$ cat src/rtl/tis_pkg.sv
`default_nettype none
// ==========================================================================
// tis_pkg : opcodes and default datapath constants for the TIS node
// Rev 1.0 : initial release
// ==========================================================================
package tis_pkg;

    localparam int OP_W = 3;

    localparam logic [OP_W-1:0] OP_NOP = 3'd0;
    localparam logic [OP_W-1:0] OP_MOV = 3'd1;
    localparam logic [OP_W-1:0] OP_ADD = 3'd2;
    localparam logic [OP_W-1:0] OP_SUB = 3'd3;
    localparam logic [OP_W-1:0] OP_NEG = 3'd4;
    localparam logic [OP_W-1:0] OP_SAV = 3'd5;
    localparam logic [OP_W-1:0] OP_SWP = 3'd6;
    localparam logic [OP_W-1:0] OP_RSV = 3'd7;

    localparam int DEF_WIDTH = 11;
    localparam int DEF_MAX   = 999;
    localparam int DEF_MIN   = -999;

    // One guard bit is enough: |a +/- b| and |-a| never exceed twice the range.
    function automatic int ext_width(input int w);
        return w + 1;
    endfunction

    localparam int DEF_EXT_WIDTH = ext_width(DEF_WIDTH);

endpackage
`default_nettype wire

$ cat src/rtl/tis_sat.sv
`default_nettype none
// ==========================================================================
// tis_sat : combinational signed clamp to [MIN, MAX] with a clamped flag
// Rev 1.0 : initial release
// ==========================================================================
module tis_sat #(
    parameter int IN_W  = 12,
    parameter int OUT_W = 11,
    parameter int MIN   = -999,
    parameter int MAX   = 999
) (
    input  logic signed [IN_W-1:0]  din,
    output logic signed [OUT_W-1:0] dout,
    output logic                    clamped
);

    localparam logic signed [IN_W-1:0] MAX_IN = IN_W'(MAX);
    localparam logic signed [IN_W-1:0] MIN_IN = IN_W'(MIN);

    always_comb begin
        dout    = din[OUT_W-1:0];
        clamped = 1'b0;
        if (din > MAX_IN) begin
            dout    = OUT_W'(MAX);
            clamped = 1'b1;
        end else if (din < MIN_IN) begin
            dout    = OUT_W'(MIN);
            clamped = 1'b1;
        end
    end

endmodule
`default_nettype wire

$ cat src/rtl/tis_exec_unit.sv
`default_nettype none
// ==========================================================================
// tis_exec_unit : registered ACC/BAK execution unit with saturating ops
// Rev 1.0 : initial release
// ==========================================================================
module tis_exec_unit
    import tis_pkg::*;
#(
    parameter int WIDTH   = DEF_WIDTH,
    parameter int MAX_VAL = DEF_MAX,
    parameter int MIN_VAL = DEF_MIN
) (
    input  logic             clk,
    input  logic             rst,
    input  logic             in_valid,
    output logic             in_ready,
    input  logic [OP_W-1:0]  in_op,
    input  logic [WIDTH-1:0] in_src,
    output logic             out_valid,
    input  logic             out_ready,
    output logic [WIDTH-1:0] out_acc,
    output logic             out_sat,
    output logic             acc_zero,
    output logic             acc_neg,
    output logic             acc_pos
);

    localparam int EXT_W = ext_width(WIDTH);

    logic signed [WIDTH-1:0] acc, bak;
    logic signed [WIDTH-1:0] src_c, res_c;
    logic signed [WIDTH-1:0] acc_nxt, bak_nxt;
    logic signed [EXT_W-1:0] acc_x, src_x, sum;
    logic                    src_sat, res_sat, op_sat;
    logic                    accept;

    tis_sat #(.IN_W(WIDTH), .OUT_W(WIDTH), .MIN(MIN_VAL), .MAX(MAX_VAL)) u_src_sat (
        .din     (in_src),
        .dout    (src_c),
        .clamped (src_sat)
    );

    assign acc_x = {acc[WIDTH-1], acc};
    assign src_x = {src_c[WIDTH-1], src_c};

    always_comb begin
        sum    = acc_x;
        op_sat = 1'b0;
        case (in_op)
            OP_MOV: sum = src_x;
            OP_ADD: sum = acc_x + src_x;
            OP_SUB: sum = acc_x - src_x;
            OP_NEG: sum = -acc_x;
            default: sum = acc_x;
        endcase
        case (in_op)
            OP_MOV, OP_ADD, OP_SUB: op_sat = src_sat | res_sat;
            OP_NEG:                 op_sat = res_sat;
            default:                op_sat = 1'b0;
        endcase
    end

    tis_sat #(.IN_W(EXT_W), .OUT_W(WIDTH), .MIN(MIN_VAL), .MAX(MAX_VAL)) u_res_sat (
        .din     (sum),
        .dout    (res_c),
        .clamped (res_sat)
    );

    // SAV/SWP/NOP never touch the adder result; only arithmetic ops load res_c.
    always_comb begin
        acc_nxt = acc;
        bak_nxt = bak;
        case (in_op)
            OP_MOV, OP_ADD, OP_SUB, OP_NEG: acc_nxt = res_c;
            OP_SAV: bak_nxt = acc;
            OP_SWP: begin
                acc_nxt = bak;
                bak_nxt = acc;
            end
            default: ;
        endcase
    end

    assign in_ready = !out_valid || out_ready;
    assign accept   = in_valid && in_ready;

    always_ff @(posedge clk) begin
        if (rst) begin
            acc       <= '0;
            bak       <= '0;
            out_valid <= 1'b0;
            out_acc   <= '0;
            out_sat   <= 1'b0;
        end else if (accept) begin
            acc       <= acc_nxt;
            bak       <= bak_nxt;
            out_valid <= 1'b1;
            out_acc   <= acc_nxt;
            out_sat   <= op_sat;
        end else if (out_ready) begin
            out_valid <= 1'b0;
        end
    end

    assign acc_zero = (acc == '0);
    assign acc_neg  = acc[WIDTH-1];
    assign acc_pos  = !acc_zero && !acc_neg;

endmodule
`default_nettype wire

$ cat config.mk
export PLATFORM = sky130hd
export DESIGN_NAME = tis_exec_unit
export DESIGN_NICKNAME = d
export VERILOG_FILES = /design/src/rtl/tis_pkg.sv /design/src/rtl/tis_sat.sv /design/src/rtl/tis_exec_unit.sv
export SDC_FILE = /design/constraint.sdc
export NUM_CORES = 1
export LEC_CHECK = 0
export BUFFER_PORTS_ARGS = -buffer_cell sky130_fd_sc_hd__buf_4
export CORE_MARGIN = 2
export CORE_UTILIZATION = 49
export CTS_BUF_LIST = sky130_fd_sc_hd__clkbuf_16
export DETAILED_ROUTE_END_ITERATION = 8
export PLACE_DENSITY = 0.71
export SKIP_CTS_REPAIR_TIMING = 1
export SYNTH_ARGS = -nofsm -noshare
export SYNTH_HDL_FRONTEND = slang
export SYNTH_SLANG_ARGS = --single-unit
$ cat constraint.sdc
create_clock -name clk -period 6.7 [get_ports clk]
set_input_delay 0.335 -clock clk [delete_from_list [all_inputs] [get_ports clk]]
set_output_delay 0.335 -clock clk [all_outputs]
set_load 0.02 [all_outputs]
-- Word level (Yosys, flattened, before mapping)
Index checks and enable logic that the tools add are counted.
W data, S select, Z words.
- divide/modulo/power cells: 0
- magnitude comparators: 4
- mux-type cells: 13
- shifts and indexed selects: 0
- reductions and logical operators: 14
- eq/ne operators: 6
- add/sub/neg operators: 3
- bitwise logic cells: 1
- multiply operators: 0
- operators by type and width (cell ; count):
    $pmux W12 S4 ; 1
    $mux W11 ; 4
    $pmux W11 S2 ; 1
    $add A11 B11 Y12 ; 1
    $gt A12 B11 Y1 const B ; 1
    $lt A12 B11 Y1 const B ; 1
    $neg A11 Y12 ; 1
    $sub A11 B11 Y12 ; 1
    $gt A11 B11 Y1 const B ; 1
    $logic_not A11 Y1 ; 1
    $lt A11 B11 Y1 const B ; 1
    $eq A3 B3 Y1 const B ; 3
    $eq A3 B2 Y1 const B ; 2
    $mux W1 ; 6
    $reduce_and A2 Y1 ; 2
    $reduce_bool A2 Y1 ; 2
    $reduce_or A4 Y1 ; 1
    $eq A3 B1 Y1 const B ; 1
    $logic_not A1 Y1 ; 3
    $reduce_or A3 Y1 ; 1
    $logic_and A1 B1 Y1 ; 2
    $pmux W1 S2 ; 1
    $reduce_or A2 Y1 ; 1
    $logic_or A1 B1 Y1 ; 1
    $or A1 B1 Y1 ; 1
- latch bits: 0
- register bits: 24
- logic and storage cells: 45
- memory bits (read-only): 0
- bits of input ports: 18
- memories kept: 0
- RAM bits: 0
- output and inout bits: 17

-- Logic depth before layout (Yosys ltp)
- depth after elaboration: 10
- mapped depth: 25
- mapped depth without buffers: 23

-- Hierarchy
A second synthesis with hierarchy kept.
- cell total of the unflattened synthesis: 390
- area total of the unflattened synthesis: 2812.7 um^2
- by module, submodules not included (module ; area an instance (um^2) ; seq. area each (um^2) ; cells an instance ; times used):
    tis_exec_unit ; 2411.1 ; 480.5 ; 331 ; 1
    tis_sat (u_src_sat) ; 219.0 ; 0.0 ; 33 ; 1
    tis_sat (u_res_sat) ; 182.7 ; 0.0 ; 26 ; 1

-- Least setup slack after synthesis
OpenSTA, ideal clock, no wires.
- path kind: input-to-reg
- start: input in_src[2]
- end: register acc[6]
- data required time: 6.583 ns
- data arrival time: 5.116 ns
- cell stages on the path: 24
- path buffers: 2
- setup time: 0.117 ns
- slack: 1.467 ns
- cell sequence: or3_1 -> and3_1 -> o21ai_0 -> ha_1 -> clkbuf_1 -> or3_1 -> inv_1 -> ha_1 -> nor4b_1 -> o21ai_0 -> a21oi_1 -> a21oi_1 -> ha_1 -> clkbuf_1 -> a21o_1 -> or4_1 -> a2bb2oi_1 -> xnor2_1 -> a21oi_1 -> a21oi_1 -> a41o_1 -> and2b_2 -> nand2_1 -> a32o_1
- longest elaborated chain between the ends: 9
- elaborated cells between the ends (all ways): 12
- classes of those cells: add/sub (2); order compare (4); mux (6)
- ends and longest elaborated chain (element ; line ; source):
    start, declared ; tis_exec_unit.sv:18 ; input logic [WIDTH-1:0] in_src,
    $lt A11 B11 Y1 ; tis_sat.sv:26 ; end else if (din < MIN_IN) begin
    $mux W11 ; tis_sat.sv:26 ;
    $mux W11 (*) ; tis_sat.sv:23 ; if (din > MAX_IN) begin
    $sub A11 B11 Y12 or $add A11 B11 Y12 (tied branches) ; tis_exec_unit.sv:52, tis_exec_unit.sv:51 ;
    $pmux W12 S4 (*) ; tis_exec_unit.sv:49 ; case (in_op)
    $lt A12 B11 Y1 ; tis_sat.sv:26 ;
    $mux W11 ; tis_sat.sv:26 ;
    $mux W11 (*) ; tis_sat.sv:23 ;
    $pmux W11 S2 (*) ; tis_exec_unit.sv:73 ; case (in_op)
    end signal, assigned ; tis_exec_unit.sv:95 ; acc <= acc_nxt;
    end, declared ; tis_exec_unit.sv:30 ; logic signed [WIDTH-1:0] acc, bak;
Mark *: on every way between the ends. The rest lies on a longest branch, timed or not.
A chain may end at the register's enable or synchronous reset.

-- Worst setup path after layout
- start: input in_src[2]
- end: register out_sat
- longest elaborated chain between the ends: 10
- elaborated cells between the ends (all ways): 15
- classes of those cells: add/sub (2); order compare (4); mux (8); bitwise (1)
- ends and longest elaborated chain (element ; line ; source):
    $lt A11 B11 Y1 ; tis_sat.sv:26 ;
    $mux W11 ; tis_sat.sv:26 ;
    $mux W11 ; tis_sat.sv:23 ;
    $sub A11 B11 Y12 or $add A11 B11 Y12 (tied branches) ; tis_exec_unit.sv:52, tis_exec_unit.sv:51 ;
    $pmux W12 S4 ; tis_exec_unit.sv:49 ;
    $lt A12 B11 Y1 ; tis_sat.sv:26 ;
    $mux W1 ; tis_sat.sv:26 ;
    $mux W1 ; tis_sat.sv:23 ;
    $or A1 B1 Y1 ; tis_exec_unit.sv:57 ; OP_MOV, OP_ADD, OP_SUB: op_sat = src_sat | res_sat;
    $pmux W1 S2 (*) ; tis_exec_unit.sv:56 ; case (in_op)
    end signal, assigned ; tis_exec_unit.sv:99 ; out_sat <= op_sat;
    end, declared ; tis_exec_unit.sv:22 ; output logic out_sat,
Marks and branches as above.

==> metrics.md <==
| Metric | Value |
|---|---|
| Outcome | `finished, final reports clean` |
| FILL cells | `570` |
| I/O Buffers | `34` |
| Cells after Synth | `approximately 400` |
| Layout area overhead | `11.45%` |
| Slew @ Worst Pin | `about 0.8 ns` |
| Final ANT Viol Nets | `0` |
| Seq/Total Area, Yosys | `0.1698` |
| Hpwl dp | `~6400 µm` |
| Initial antenna violation count | `0` |
| Drt drc | `0` |
| Fin util | `0.5693` |
| Num ports | `35` |
| Slew Limit Fails | `0` |
| H-Tree Depth | `1` |
| Worst Hold Path EP | `out_valid$_SDFFE_PP0P_` |
| WL/cell | `17.45 µm` |
| Share of flip-flops with an asynchronous set or reset | `0` |
| Yosys cell types | `a little under 70` |
| Mapped Nets | `between 400 and 500` |
| Setup CP Type | `in2reg` |
| Setup-failing EPs final | `0` |
| Clock sinks | `24` |
| R2R depth | `12` |
| Drt first pass iters | `5` |
| Vias in the first global route | `2932` |
| Synth Register Bits | `24` |
| Worst Hold Class | `in2reg` |
| Initial Utilization | `0.5108` |
| CTS tree | `done` |
| Worst Path Arrival | `5.83 ns` |
| Die X | `approximately 80 µm` |
| CP Capture Type | `flop` |
| CTS buffer count | `3` |
| Congestion Overflow GR | `0` |
| Synth warnings | `0` |
| Avg Inst Size Synth | `slightly above 7 µm²` |
| Crit-path cells | `buf_4 > or3_1 > and3_1 > o21ai_0 > ha_1 > clkinv_1 > a21oi_1 > ha_1 > nor4b_1 > o21ai_0 > a21oi_1 > a21oi_1 > ha_1 > o2111a_1 > or3_1 > a21oi_2 > nor3_2 > or4_4 > o31ai_4 > mux2i_1 > a311oi_1` |
| Hold Startpoint | `in_valid` |
| R2r setup slk | `~3.2 ns` |
| Total global-route track usage | `0.2764` |
| Critical path peak fanout | `14` |
| Via density per instance | `about 6.3` |
| Die area | `0.006400 mm²` |
| FF-to-FF End | `out_sat$_SDFFE_PP0P_` |
| Crit start category | `primary input` |
| Hold Path Stages | `3` |
| Pwr dens | `204.1 mW/mm²` |
| Top FF cell, synth | `dfxtp_1` |
| R2r startpoint | `acc[0]$_SDFFE_PP0P_` |
| Slew margin rel. | `0.4678` |
| Maximum number of pins on one net before global-route repair | `34` |
| Fmax | `~180 MHz` |
| ANT cells | `0` |
| Final nets | `449` |
| Slowest stage cell, crit path | `or4_4` |
| Vias | `3080` |
| Gpl congestion | `about 0.96` |
| Post-Syn Area | `~0.0028 mm²` |
| Tcrit/Tclk final | `0.8472` |
| Clock-pin slew on the worst setup and hold paths | `0.06 ns` |
| CP required | `between 6 and 7 ns` |
| Finished Layout Cells | `about 500` |
| Root Buffer | `clkbuf_16` |
| Fin Setup TNS | `0 ns` |
| Leakage | `around 1.3 nW` |
| Max_cap viols | `0` |
| Critical Path Max Stage Delay | `0.52 ns` |
| Initial DRC Count | `282` |
| Drt total wl | `between 8000 and 9000 µm` |
| Die Height | `approximately 80 µm` |
| Final min period | `roughly 5.7 ns` |
| Worst-Skew Late Latency | `about 0.26 ns` |
| RSZ-0062 raised after global routing | `no` |
| Peak supply drop | `roughly 0.00018 V` |
| Hold_ws | `around 0.33 ns` |
| First-pass GRT wire length | `approximately 14000 µm` |
| Largest buffer count on any clock path | `2` |
| Clk_skew | `between 0.002 and 0.003 ns` |
| Dpl cells | `about 480` |
| Final Hold Viols | `0` |
| Core area | `0.005540 mm²` |
| Share of cells above drive strength 1 | `0.1494` |
| Post-synth EDFFs | `0` |
| Rows | `27` |
==> sequential cells by signal, indices dropped and copies added, names as in the netlist <==
| register | cells |
|---|---|
| out_valid | 1 |
| acc | 11 |
| bak | 11 |
| out_sat | 1 |
==> per-layer routing <==
layer,share of wire,global-route usage
met5,0,0
met1,0.45,0.3668
met3,0.069,0.02715
met4,0.012,0.06610
met2,0.47,0.4792
==> cell families (layout without fill, tap and decap cells) <==
group / count (synthesis) / after routing / synth area share
fa+ha+maj: 15 / 15 / 0.06897
mux: 14 / 14 / 0.04951
flops: 24 / 24 / 0.1698
buf+inv: 36 / 52 / 0.05659
compound gates: 138 / 138 / 0.3254
simple gates: 158 / 158 / 0.2865
xor+xnor: 14 / 14 / 0.04333
==> stage by stage <==
| stage | power [mW] | instance area (µm²) | worst slack, ns |
|---|---|---|---|
| after global routing | 0.6884 | 3154 | 0.4958 |
| after CTS | 0.6397 | 3154 | 1.104 |
| final | 0.6438 | 3154 | 1.024 |
| after global placement | 0.5071 | 3075 | 1.067 |
| after detailed placement | 0.5101 | 3075 | 0.8511 |
| after floorplan | 0.4231 | 2830 | 1.467 |
==> layout make-up <==
class	count	area [µm²]	share of cell area
clock buffer	3	75.07	0.02380
clock inverter	1	3.754	0.001190
inverter	12	45.04	0.01428
multi-input combinational	339	2190	0.6942
sequential	24	480.5	0.1523
tap	72	90.09	0.02856
timing repair buffer	36	270.3	0.08568
==> placed cells by master, fill, tap and decap left out, drive strengths merged, types with 3 or more instances in the layout <==
| cell | Yosys | final |
|---|---|---|
| o21ai | 39 | 39 |
| nor3b | 3 | 3 |
| nor2 | 50 | 50 |
| and3 | 6 | 6 |
| dfxtp | 24 | 24 |
| a21oi | 39 | 39 |
| o211ai | 3 | 3 |
| nand2 | 36 | 36 |
| or2 | 4 | 4 |
| and2 | 4 | 4 |
| ha | 14 | 14 |
| o21a | 7 | 7 |
| a211oi | 4 | 4 |
| nand3 | 5 | 5 |
| nand2b | 6 | 6 |
| mux2i | 14 | 14 |
| a32o | 5 | 5 |
| xor2 | 6 | 6 |
| o22ai | 4 | 4 |
| inv | 11 | 11 |
| clkbuf | 13 | 3 |
| a21o | 6 | 6 |
| nor2b | 10 | 10 |
| xnor2 | 8 | 8 |
| a31oi | 5 | 5 |
| or4 | 4 | 4 |
| or3 | 10 | 10 |
| o31ai | 5 | 5 |
| buf | 11 | 36 |
| nor3 | 11 | 11 |
==> how the worst max path moves through the flow <==
stage | cells after the start | slack (ns) | endpoint | start
3_3_place_gp | 23 | 1.07 | acc[1]$_SDFFE_PP0P_ | in_src[2]
3_5_place_dp | 23 | 0.85 | acc[6]$_SDFFE_PP0P_ | in_src[2]
6_report | 21 | 1.02 | out_sat$_SDFFE_PP0P_ | in_src[2]
4_1_cts | 20 | 1.10 | out_sat$_SDFFE_PP0P_ | in_src[2]
5_1_grt | 23 | 0.50 | acc[1]$_SDFFE_PP0P_ | in_src[2]
2_1_floorplan | 24 | 1.47 | acc[6]$_SDFFE_PP0P_ | in_src[2]
==> cell usage after synthesis, types with 8 or more instances <==
cell type / n / area [µm²]
nor3_1: 9 / 45.04
ha_1: 14 / 175.2
mux2i_1: 14 / 140.1
dfxtp_1: 24 / 480.5
xnor2_1: 8 / 70.07
or3_1: 10 / 62.56
o21ai_1: 8 / 40.04
nand2_1: 36 / 135.1
nor2b_1: 10 / 62.56
buf_2: 8 / 40.04
nor2_1: 49 / 183.9
o21ai_0: 31 / 155.2
a21oi_1: 36 / 180.2
clkbuf_1: 13 / 48.80
inv_1: 11 / 41.29
==> worst max-delay path: cells and delay by family <==
family | cells | cell delay (ns)
muxes | 1 | 0.15
and+or+nand+nor | 6 | 2.00
adders and majority gates | 3 | 1.01
AOI/OAI and AO/OA | 9 | 1.87
buffers and inverters | 2 | 0.44
==> power by group <==
group	total (mW)	internal, mW	switching, mW
logic	0.342	0.142	0.199
clock network	0.129	0.0798	0.0489
registers	0.174	0.152	0.0214
(Power assumes the default switching activity.)
